File: src/rtl/npc_pkg.sv
// Shared types and level-scaling helpers for the NPC wave manager.
// The optional multi-hit HP feature is selected with NPC_MULTI_HIT_EN.
package npc_pkg;

    typedef enum logic [1:0] {
        ST_LOAD   = 2'd0,
        ST_SPAWN  = 2'd1,
        ST_ACTIVE = 2'd2,
        ST_CLEAR  = 2'd3
    } npc_state_e;

    localparam int NUM_NPC_DEF = 10;
    localparam int MAX_LEVEL   = 4;
    localparam int HP_W        = 3;

    // Levels above MAX_LEVEL behave exactly like MAX_LEVEL.
    function automatic int clamp_level(input logic [2:0] lvl);
        return (int'(lvl) > MAX_LEVEL) ? MAX_LEVEL : int'(lvl);
    endfunction

    function automatic logic [HP_W-1:0] level_hp(input logic [2:0] lvl);
        return HP_W'(clamp_level(lvl) + 1);
    endfunction

    function automatic int level_gap(input logic [2:0] lvl, input int spawn_gap);
        int gap;
        gap = spawn_gap >> clamp_level(lvl);
        return (gap < 1) ? 1 : gap;
    endfunction

endpackage

File: src/rtl/npc_wave_manager_if.sv
// Projectile hit report channel between collision logic and the wave manager.
interface npc_wave_manager_if #(
    parameter int IDX_W = 4
) ();
    logic             hit_valid;
    logic [IDX_W-1:0] hit_idx;
    logic             hit_ready;

    modport master (output hit_valid, output hit_idx, input hit_ready);
    modport slave  (input hit_valid, input hit_idx, output hit_ready);
endinterface

File: src/rtl/npc_spawn_timer.sv
// Frame-tick gap counter; pulses spawn_now on the tick that finds it at 1.
module npc_spawn_timer #(
    parameter int CNT_W = 5
) (
    input  logic             Clk,
    input  logic             Reset,
    input  logic             frame_tick,
    input  logic             load,
    input  logic             enable,
    input  logic [CNT_W-1:0] gap_reload,
    output logic             spawn_now
);

    logic [CNT_W-1:0] cnt;
    logic [CNT_W-1:0] reload_q;

    // The reload value is captured at load so later Curr_Level changes cannot skew the stagger.
    always_ff @(posedge Clk) begin
        if (Reset || load) begin
            cnt      <= gap_reload;
            reload_q <= gap_reload;
        end else if (enable && frame_tick) begin
            cnt <= (cnt == CNT_W'(1)) ? reload_q : cnt - CNT_W'(1);
        end
    end

    assign spawn_now = enable && frame_tick && (cnt == CNT_W'(1));

endmodule

File: src/rtl/npc_wave_manager.sv
// Enemy wave loader/spawner with hit handling and the level controller's alive vector.
// Define NPC_MULTI_HIT_EN for per-NPC hit points; otherwise one accepted hit kills.
module npc_wave_manager
    import npc_pkg::*;
#(
    parameter int NUM_NPC   = NUM_NPC_DEF,
    parameter int SPAWN_GAP = 16,
    parameter int IDX_W     = 4
) (
    input  logic               Clk,
    input  logic               Reset,
    input  logic               frame_tick,
    input  logic [2:0]         Curr_Level,
    input  logic               Change,
    input  logic               NewGame,
    npc_wave_manager_if.slave  hit,
    output logic [NUM_NPC-1:0] NPC_alive,
    output logic [NUM_NPC-1:0] NPC_visible,
    output logic               wave_active,
    output logic               score_inc
);

    localparam int CNT_W = $clog2(SPAWN_GAP) + 1;

    npc_state_e         state;
    logic [NUM_NPC-1:0] pending;
    logic [NUM_NPC-1:0] hit_mask;
    logic [NUM_NPC-1:0] kill_mask;
    logic [NUM_NPC-1:0] spawn_mask;
    logic [NUM_NPC-1:0] pending_nxt;
    logic [NUM_NPC-1:0] visible_nxt;
    logic               hit_ready_q;
    logic               load;
    logic               spawn_now;
    logic [CNT_W-1:0]   gap_reload;

    assign load          = Reset || NewGame || Change;
    assign gap_reload    = CNT_W'(level_gap(Curr_Level, SPAWN_GAP));
    assign hit.hit_ready = hit_ready_q;

    npc_spawn_timer #(.CNT_W(CNT_W)) u_spawn_timer (
        .Clk        (Clk),
        .Reset      (Reset),
        .frame_tick (frame_tick),
        .load       (load),
        .enable     (state == ST_SPAWN),
        .gap_reload (gap_reload),
        .spawn_now  (spawn_now)
    );

    // Hits are qualified by the registered visible bits, so an NPC spawning this cycle is immune.
    always_comb begin
        // NOTE: default every always_comb output first so no path can infer a latch.
        hit_mask = '0;
        for (int i = 0; i < NUM_NPC; i++) begin
            hit_mask[i] = hit.hit_valid && hit_ready_q &&
                          (hit.hit_idx == IDX_W'(i)) && NPC_visible[i];
        end
    end

`ifdef NPC_MULTI_HIT_EN
    logic [HP_W-1:0] hp [NUM_NPC];

    // NOTE: the HP array has no reset branch of its own; the load path (which includes Reset) initialises it.
    always_ff @(posedge Clk) begin
        for (int i = 0; i < NUM_NPC; i++) begin
            if (load) begin
                hp[i] <= level_hp(Curr_Level);
            end else if (hit_mask[i] && (hp[i] != '0)) begin
                hp[i] <= hp[i] - HP_W'(1);
            end
        end
    end

    always_comb begin
        kill_mask = '0;
        for (int i = 0; i < NUM_NPC; i++) begin
            kill_mask[i] = hit_mask[i] && (hp[i] <= HP_W'(1));
        end
    end
`else
    assign kill_mask = hit_mask;
`endif

    // Spawns always take the lowest-index pending NPC.
    assign spawn_mask  = spawn_now ? (pending & (~pending + NUM_NPC'(1))) : '0;
    assign pending_nxt = pending & ~spawn_mask;
    assign visible_nxt = (NPC_visible & ~kill_mask) | spawn_mask;

    always_ff @(posedge Clk) begin
        // NOTE: sequential state uses non-blocking assignments; the early default makes score_inc a one-cycle pulse.
        score_inc <= 1'b0;
        if (load) begin
            state       <= ST_LOAD;
            pending     <= '1;
            NPC_visible <= '0;
            NPC_alive   <= '1;
            wave_active <= 1'b0;
            hit_ready_q <= 1'b0;
        end else begin
            case (state)
                ST_LOAD: begin
                    state       <= ST_SPAWN;
                    wave_active <= 1'b1;
                    hit_ready_q <= 1'b1;
                end
                ST_SPAWN, ST_ACTIVE: begin
                    pending     <= pending_nxt;
                    NPC_visible <= visible_nxt;
                    NPC_alive   <= pending_nxt | visible_nxt;
                    score_inc   <= |kill_mask;
                    if (state == ST_SPAWN && pending_nxt == '0) begin
                        state <= ST_ACTIVE;
                    end else if (state == ST_ACTIVE && visible_nxt == '0) begin
                        state       <= ST_CLEAR;
                        wave_active <= 1'b0;
                        hit_ready_q <= 1'b0;
                    end
                end
                ST_CLEAR: begin
                    NPC_alive <= '0;
                end
                default: begin
                    state <= ST_LOAD;
                end
            endcase
        end
    end

endmodule

File: src/flat_wrapper.sv
// flat-port wrapper written by rule: the top's interface ports become plain ports
module npc_wave_manager_flat import npc_pkg::*;
#(
    parameter int NUM_NPC   = NUM_NPC_DEF,
    parameter int SPAWN_GAP = 16,
    parameter int IDX_W     = 4
)
  (Clk, Reset, frame_tick, Curr_Level, Change, NewGame, NPC_alive, NPC_visible, wave_active, score_inc, hit_hit_valid, hit_hit_idx, hit_hit_ready);
  npc_wave_manager_if #(.IDX_W(IDX_W)) hit_i ();
  input  logic Clk;
  input  logic Reset;
  input  logic frame_tick;
  input  logic [2:0] Curr_Level;
  input  logic Change;
  input  logic NewGame;
  output logic [NUM_NPC-1:0] NPC_alive;
  output logic [NUM_NPC-1:0] NPC_visible;
  output logic wave_active;
  output logic score_inc;
  input wire logic [$bits(hit_i.hit_valid)-1:0] hit_hit_valid;
  input wire logic [$bits(hit_i.hit_idx)-1:0] hit_hit_idx;
  output wire logic [$bits(hit_i.hit_ready)-1:0] hit_hit_ready;
  assign hit_i.hit_valid = hit_hit_valid;
  assign hit_i.hit_idx = hit_hit_idx;
  assign hit_hit_ready = hit_i.hit_ready;
  npc_wave_manager #(.NUM_NPC(NUM_NPC), .SPAWN_GAP(SPAWN_GAP), .IDX_W(IDX_W)) u_core (.Clk(Clk), .Reset(Reset), .frame_tick(frame_tick), .Curr_Level(Curr_Level), .Change(Change), .NewGame(NewGame), .hit(hit_i), .NPC_alive(NPC_alive), .NPC_visible(NPC_visible), .wave_active(wave_active), .score_inc(score_inc));
endmodule
File: config.mk
export PLATFORM = sky130hd
export DESIGN_NAME = npc_wave_manager_flat
export DESIGN_NICKNAME = d
export VERILOG_FILES = /design/src/rtl/npc_pkg.sv /design/src/rtl/npc_wave_manager_if.sv /design/src/rtl/npc_spawn_timer.sv /design/src/rtl/npc_wave_manager.sv /design/src/flat_wrapper.sv
export SDC_FILE = /design/constraint.sdc
export NUM_CORES = 1
export LEC_CHECK = 0
export BUFFER_PORTS_ARGS = -buffer_cell sky130_fd_sc_hd__buf_2
export CORE_UTILIZATION = 53
export CTS_BUF_LIST = sky130_fd_sc_hd__clkbuf_8
export DETAILED_ROUTE_END_ITERATION = 10
export HOLD_SLACK_MARGIN = 0.06
export PLACE_DENSITY = 0.78
export SYNTH_ARGS = -nofsm -noshare
export SYNTH_HDL_FRONTEND = slang
export SYNTH_SLANG_ARGS = --single-unit
File: constraint.sdc
create_clock -name Clk -period 2 [get_ports Clk]
set_input_delay 0.4 -clock Clk [delete_from_list [all_inputs] [get_ports Clk]]
set_output_delay 0.4 -clock Clk [all_outputs]
set_load 0.02 [all_outputs]
# ---- Word level (Yosys, flattened, before mapping)
# Cells that the tools add are included.
dict set report word_totals {
  ff_bits 44
  input_bits 13
  out_inout_bits 23
}
dict set report op_classes {
  n_addsub 2
  n_lt_le_gt_ge 2
  n_eq_ne 16
  n_shift 1
  mux 13
  n_bitwise 9
  n_reduce_logical 40
}
# op n
set ops {}
lappend ops {{$lt 32x2->1 const B} 1}
lappend ops {{$shr 5x3->32 const A} 1}
lappend ops {{$and 10x10->10} 3}
lappend ops {{$not 10->10} 3}
lappend ops {{$logic_and 1x1->1} 25}
lappend ops {{$logic_not 10->1} 2}
lappend ops {{$mux 5} 4}
lappend ops {{$or 10x10->10} 2}
lappend ops {{$pmux 10 s2} 1}
lappend ops {{$eq 4x3->1 const B} 4}
lappend ops {{$add 10x1->10 const B} 1}
lappend ops {{$mux 10} 1}
lappend ops {{$reduce_or 10->1} 1}
lappend ops {{$eq 4x2->1 const B} 2}
lappend ops {{$eq 4x4->1 const B} 2}
lappend ops {{$reduce_bool 2->1} 3}
lappend ops {{$eq 5x1->1 const B} 1}
lappend ops {{$sub 5x1->5 const B} 1}
lappend ops {{$eq 2x2->1 const B} 2}
lappend ops {{$eq 4x1->1 const B} 1}
lappend ops {{$logic_not 4->1} 1}
lappend ops {{$mux 2} 2}
lappend ops {{$pmux 2 s2} 1}
lappend ops {{$reduce_or 2->1} 2}
lappend ops {{13 further kinds} 16}

# ---- Logic depth before layout (Yosys ltp)
dict set report depth {
  ltp_word 11
  ltp_mapped 9
  ltp_nobuf 8
}

# ---- Cells and area by module
# Synthesis repeated with hierarchy kept, for this count alone.
dict set report unflattened {
  hier_cells 269
  area_unflattened_um2 2423.6
}
# module n_inst cells_each area_each_um2 seq_area_each_um2
set modules_own_cells {}
lappend modules_own_cells {npc_wave_manager 1 227 1890.6 680.7}
lappend modules_own_cells {npc_spawn_timer 1 42 533.0 300.3}

# ---- Least setup slack after synthesis
# Ideal clock, no wire load.
dict set report synth_timing {
  kind {register -> register}
  start {reg u_core.state[1]}
  end {reg u_core.wave_active}
  setup_ns 0.142
  t_arrival_ns 1.849
  t_required_ns 1.858
  setup_slack_ns 0.009
  path_stages_with_launch 10
  period_less_slack_ns 1.991
  cell_sequence {dfxtp_1 > inv_1 > ha_1 > and2_0 > clkbuf_1 > and2_1 > a221oi_1 > and4_4 > a2bb2oi_1 > a21oi_1}
}
dict set report synth_via {
  elab_chain_len 10
}
# item line_no
set synth_rtl {}
lappend synth_rtl {{from (decl)} npc_wave_manager.sv:25} ;# npc_state_e state;
lappend synth_rtl {{from (signal assigned)} npc_wave_manager.sv:94} ;# state <= ST_LOAD;
lappend synth_rtl {{from (signal assigned)} npc_wave_manager.sv:103} ;# state <= ST_SPAWN;
lappend synth_rtl {{from (signal assigned)} npc_wave_manager.sv:113} ;# state <= ST_ACTIVE;
lappend synth_rtl {{$eq 2x1->1} {npc_wave_manager.sv:46, npc_wave_manager.sv:101, npc_wave_manager.sv:112}}
lappend synth_rtl {{$logic_and 1x1->1 (2 in a row)} npc_spawn_timer.sv:27} ;# assign spawn_now = enable && frame_tick && (cnt == CNT_W'(1));
lappend synth_rtl {{$mux 10} npc_wave_manager.sv:86} ;# assign spawn_mask = spawn_now ? (pending & (~pending + NUM_NPC'(1))) : '0;
lappend synth_rtl {{$not 10->10} npc_wave_manager.sv:87} ;# assign pending_nxt = pending & ~spawn_mask;
lappend synth_rtl {{$and 10x10->10} npc_wave_manager.sv:87}
lappend synth_rtl {{$logic_not 10->1} npc_wave_manager.sv:112} ;# if (state == ST_SPAWN && pending_nxt == '0) begin
lappend synth_rtl {{$logic_and 1x1->1} npc_wave_manager.sv:112}
lappend synth_rtl {{$ne 2x2->1 (no line)} --}
lappend synth_rtl {{$reduce_and 3->1 (no line)} --}
lappend synth_rtl {{to (signal assigned)} npc_wave_manager.sv:98} ;# wave_active <= 1'b0;
lappend synth_rtl {{to (signal assigned)} npc_wave_manager.sv:104} ;# wave_active <= 1'b1;
lappend synth_rtl {{to (signal assigned)} npc_wave_manager.sv:116} ;# wave_active <= 1'b0;
lappend synth_rtl {{to (decl)} npc_wave_manager.sv:19} ;# output logic wave_active,
# Several ways; a longest one is shown, not always the timed one.
# A chain may end at the register's enable or synchronous reset.

# ---- Worst setup path in the final report
dict set report layout_timing {
  start {reg u_core.u_spawn_timer.cnt[1]}
  end {reg u_core.state[1]}
}
dict set report layout_via {
  elab_chain_len 9
}
# item line_no
set layout_rtl {}
lappend layout_rtl {{from (decl)} npc_spawn_timer.sv:14} ;# logic [CNT_W-1:0] cnt;
lappend layout_rtl {{from (signal assigned)} npc_spawn_timer.sv:20} ;# cnt <= gap_reload;
lappend layout_rtl {{from (signal assigned)} npc_spawn_timer.sv:23} ;# cnt <= (cnt == CNT_W'(1)) ? reload_q : cnt - CNT_W'(1);
lappend layout_rtl {{$eq 5x1->1 *} npc_spawn_timer.sv:27}
lappend layout_rtl {{$logic_and 1x1->1 *} npc_spawn_timer.sv:27}
lappend layout_rtl {{$mux 10 *} npc_wave_manager.sv:86}
lappend layout_rtl {{$not 10->10} npc_wave_manager.sv:87}
lappend layout_rtl {{$and 10x10->10} npc_wave_manager.sv:87}
lappend layout_rtl {{$logic_not 10->1} npc_wave_manager.sv:112}
lappend layout_rtl {{$logic_and 1x1->1} npc_wave_manager.sv:112}
lappend layout_rtl {{$mux 2 or $ne 3x1->1 (tied branches)} --}
lappend layout_rtl {{$pmux 2 s2 or $reduce_and 2->1 (tied branches)} --}
lappend layout_rtl {{to (signal assigned)} npc_wave_manager.sv:103}
lappend layout_rtl {{to (signal assigned)} npc_wave_manager.sv:113}
lappend layout_rtl {{to (signal assigned)} npc_wave_manager.sv:115} ;# state <= ST_CLEAR;
# Every way passes the cells marked *; elsewhere a longest branch is shown, timed or not.

==> results.md <==
- Outcome: complete, but fails checks
- Failing checks: negative setup slack
- Unrepaired setup endpoints after global routing: yes
- Layout Skew: 0.00847 ns
- Vias in the first global route: 1970
- Cell count after synthesis: 273
- Worst slew pin tran: 0.474 ns
- Antenna-violating nets left: 0
- Root Driver: clkbuf_8
- Max cap viols: 0
- YS warnings: 0
- Initial antenna violation count: 0
- Avg Cell Area, Syn: 8.62 um^2
- Nets: 345
- Layout Utilization: 68.8%
- I/O pins: 36
- Core Footprint: 0.00414 mm^2
- Hold Path Class: in2reg
- Hold Vio Cnt, Final: 0
- Peak Freq: 0.488 GHz
- Crit-path slowest cell: edfxtp_1
- Main synth FF type: dfxtp_1
- Distinct cell type count after synthesis: 61
- WP data arrival: 2.23 ns
- Max incr delay on CP: 0.40 ns
- CTS Sinks: 44
- Post-Place Cells: 363
- Initial Utilization: 56.8%
- Asr flop ratio synth: 0%
- Synthesized flop and latch total: 44
- Total Wirelength: 6080 um
- Final Slew Violations: 0
- Critical Path RT: 2.18 ns
- Crit end category: register
- First-pass GRT wire length: 9440 um
- Final min period: 2.05 ns
- Post-synthesis mux area share: 2.29%
- CP Buf/Inv Count: 2
- Worst path cell trace: inv_2, ha_4, nor4b_4, buf_6, nand3b_1, o32a_1, a21oi_2, a211oi_2, mux2i_1
- RePlAce Congestion: 0.985
- Syn_nets: 293
- Ant diodes: 0
- Vias post-DR: 2246
- Vias/cell: 5.97
- Area fraction in compound gates after synthesis: 25.3%
- CP delay by family, top: compound AO/OA/AOI/OAI gates
- Pin count of the biggest net entering global routing: 33
- Largest family of logic cells by synthesized area: compound AO/OA/AOI/OAI gates
- Peak VDD IR: 0.000352 V
- CTS tree: done
- Dpl hpwl: 4390 um
- I/O Buffers: 35
- Worst-path clk slew: 0.08 ns
- Pwr Density: 597 mW/mm^2
- Post-Synth Adder-Cell Area: 3.72%
- Top cell type's share of synthesized area: 28.9%
- Simple-Gate Fraction of Synth Area: 21.8%
- Final period utilization: 102%
- Hold-fix buffers, CTS: 0
- DRC violations left: 0
- WS Path Type: reg2reg
- Synth Area in XOR/XNOR: 0.745%
- Tot GR Track Use: 27.9%
- Largest cells by area after synthesis: dfxtp_1 29%, edfxtp_1 13%, a21oi_1 6.6%
- Die W: 68.6 um
- WL/cell: 16.2 um
- P_leak: 1.12 nW
- Die area: 0.00471 mm^2
- Die height: 68.6 um
- Register area share after synthesis: 41.7%
- Final setup margin: -0.0483 ns
- Total grt overflow: 0
- Cell Count, Final, Fillers Out: 376
- Yosys top cell by area: dfxtp_1
- Layout cells sized above 1: 27.3%
- Slew HR: 68.3%
- First-pass detailed-route iteration total: 4
- Post-synth EDFFs: 10
- Startpoint types: register
- H-Tree Depth: 2
- Clock latency on the worst-skew pair: 0.30 ns
- Mapped Area: 0.00235 mm^2
- Area Overhead vs Synth: 21.2%
- Core Rows: 23
- Number of buffers created by CTS: 5
- Crit-path max FO: 6
- CTS Buffer Depth: 2
- Final setup viols: 2
- Starting DRC count in detailed routing: 135
metrics by stage:
step | total power, mW | setup TNS, ns | hold slack, ns | setup slack [ns] | area (um^2)
6_report | 1.70 | -0.0758 | 0.374 | -0.0483 | 2850
5_1_grt | 1.77 | -0.351 | 0.391 | -0.156 | 2850
4_1_cts | 1.68 | 0 | 0.365 | 0.0117 | 2780
3_5_place_dp | 1.17 | 0 | 0.455 | 0.00695 | 2690
3_3_place_gp | 1.17 | 0 | 0.446 | 0.0610 | 2690
2_1_floorplan | 1.10 | 0 | 0.478 | 0.00885 | 2350
layer usage:
metal | share of wire, % | global-route usage [%] | wire length, um
met1 | 46 | 40.7 | 2810
met5 | 0 | 0 | 0
met2 | 45 | 41.9 | 2750
met4 | 1.5 | 8.85 | 89
met3 | 7.1 | 3.95 | 430
sequential cells by signal, indices dropped and copies added, names as in the netlist:
| signal | flops |
|---|---|
| u_core.NPC_alive | 10 |
| u_core.NPC_visible | 10 |
| u_core.pending | 10 |
| u_core.u_spawn_timer.cnt | 5 |
| u_core.u_spawn_timer.reload_q | 5 |
| u_core.state | 2 |
| u_core.score_inc | 1 |
| u_core.wave_active | 1 |
worst reg2reg max path, delay by kind of cell, from the launching register on:
kind,cells,cell delay [ns]
fa+ha+maj,1,0.13
simple gates,2,0.36
compound gates,3,0.63
buf+inv,2,0.27
mux,1,0.14
flops,1,0.40
cell usage in the layout, fill, tap and decap left out, types with 6 or more instances in the layout:
| master | n |
|---|---|
| a21boi_0 | 6 |
| a21oi_1 | 30 |
| buf_2 | 35 |
| buf_4 | 26 |
| dfxtp_1 | 32 |
| edfxtp_1 | 10 |
| inv_1 | 8 |
| nand2_1 | 35 |
| nand4_1 | 6 |
| nor2_1 | 16 |
| nor3_1 | 6 |
| o21ai_0 | 24 |
power breakdown:
group / switching, mW / internal [mW] / total, mW
registers: 0.0194 / 0.934 / 0.953
clock network: 0.289 / 0.235 / 0.524
logic: 0.126 / 0.0994 / 0.225
total: 0.434 / 1.27 / 1.70
what timing repair did:
action,CTS,global route
gates resized for setup,1,12
setup endpoints to repair,3,3
cloned,0,1
pin swaps,0,6
setup buffers,1,3
synth_stat cells (2+ instances only):
cell / instances
a211oi_1: 2
a21boi_0: 6
a21o_1: 2
a21oi_1: 31
a221oi_1: 2
a31oi_1: 4
a32oi_1: 2
and4bb_2: 2
buf_2: 2
clkbuf_1: 14
dfxtp_1: 34
edfxtp_1: 10
ha_1: 7
inv_1: 7
mux2i_1: 2
nand2_1: 35
nand2b_1: 4
nand3_1: 4
nand3b_1: 2
nand4_1: 6
nor2_1: 16
nor2b_1: 3
nor3_1: 6
nor3b_1: 2
nor4_1: 2
o21a_1: 2
o21ai_0: 24
o22ai_1: 2
o31a_1: 2
o31ai_1: 5
final cells by class:
class                           instances  area, um^2
Clock buffer                            5        68.8
Clock inverter                          3        12.5
Fill cell                             368        1290
Inverter                                8        30.0
Multi-Input combinational cell        203        1300
Sequential cell                        44         983
Tap cell                               50        62.6
Timing Repair Buffer                   63         393
cells by family (layout without fill, tap and decap cells):
| kind of cell | after synthesis | count (layout) |
|---|---|---|
| buf+inv | 26 | 79 |
| fa+ha+maj | 7 | 7 |
| mux | 4 | 4 |
| xor+xnor | 2 | 2 |
| compound gates | 95 | 95 |
| flops | 44 | 44 |
| simple gates | 95 | 95 |
path summary, 6_finish.rpt:
kind                                                                    to                             startpoint  slack, ns  cells past startpoint
worst min register to register            u_core.NPC_alive[5]$_SDFFE_PP1P_       u_core.NPC_alive[5]$_SDFFE_PP1P_       0.47                      2
worst min-delay path            u_core.u_spawn_timer.reload_q[0]$_DFFE_PP_                          Curr_Level[2]       0.37                      1
worst max register to register                u_core.state[1]$_SDFFE_PP0P_  u_core.u_spawn_timer.cnt[1]$_DFFE_PP_      -0.05                      9
worst max-delay path                          u_core.state[1]$_SDFFE_PP0P_  u_core.u_spawn_timer.cnt[1]$_DFFE_PP_      -0.05                      9
Power figures use the tool's default switching activity.
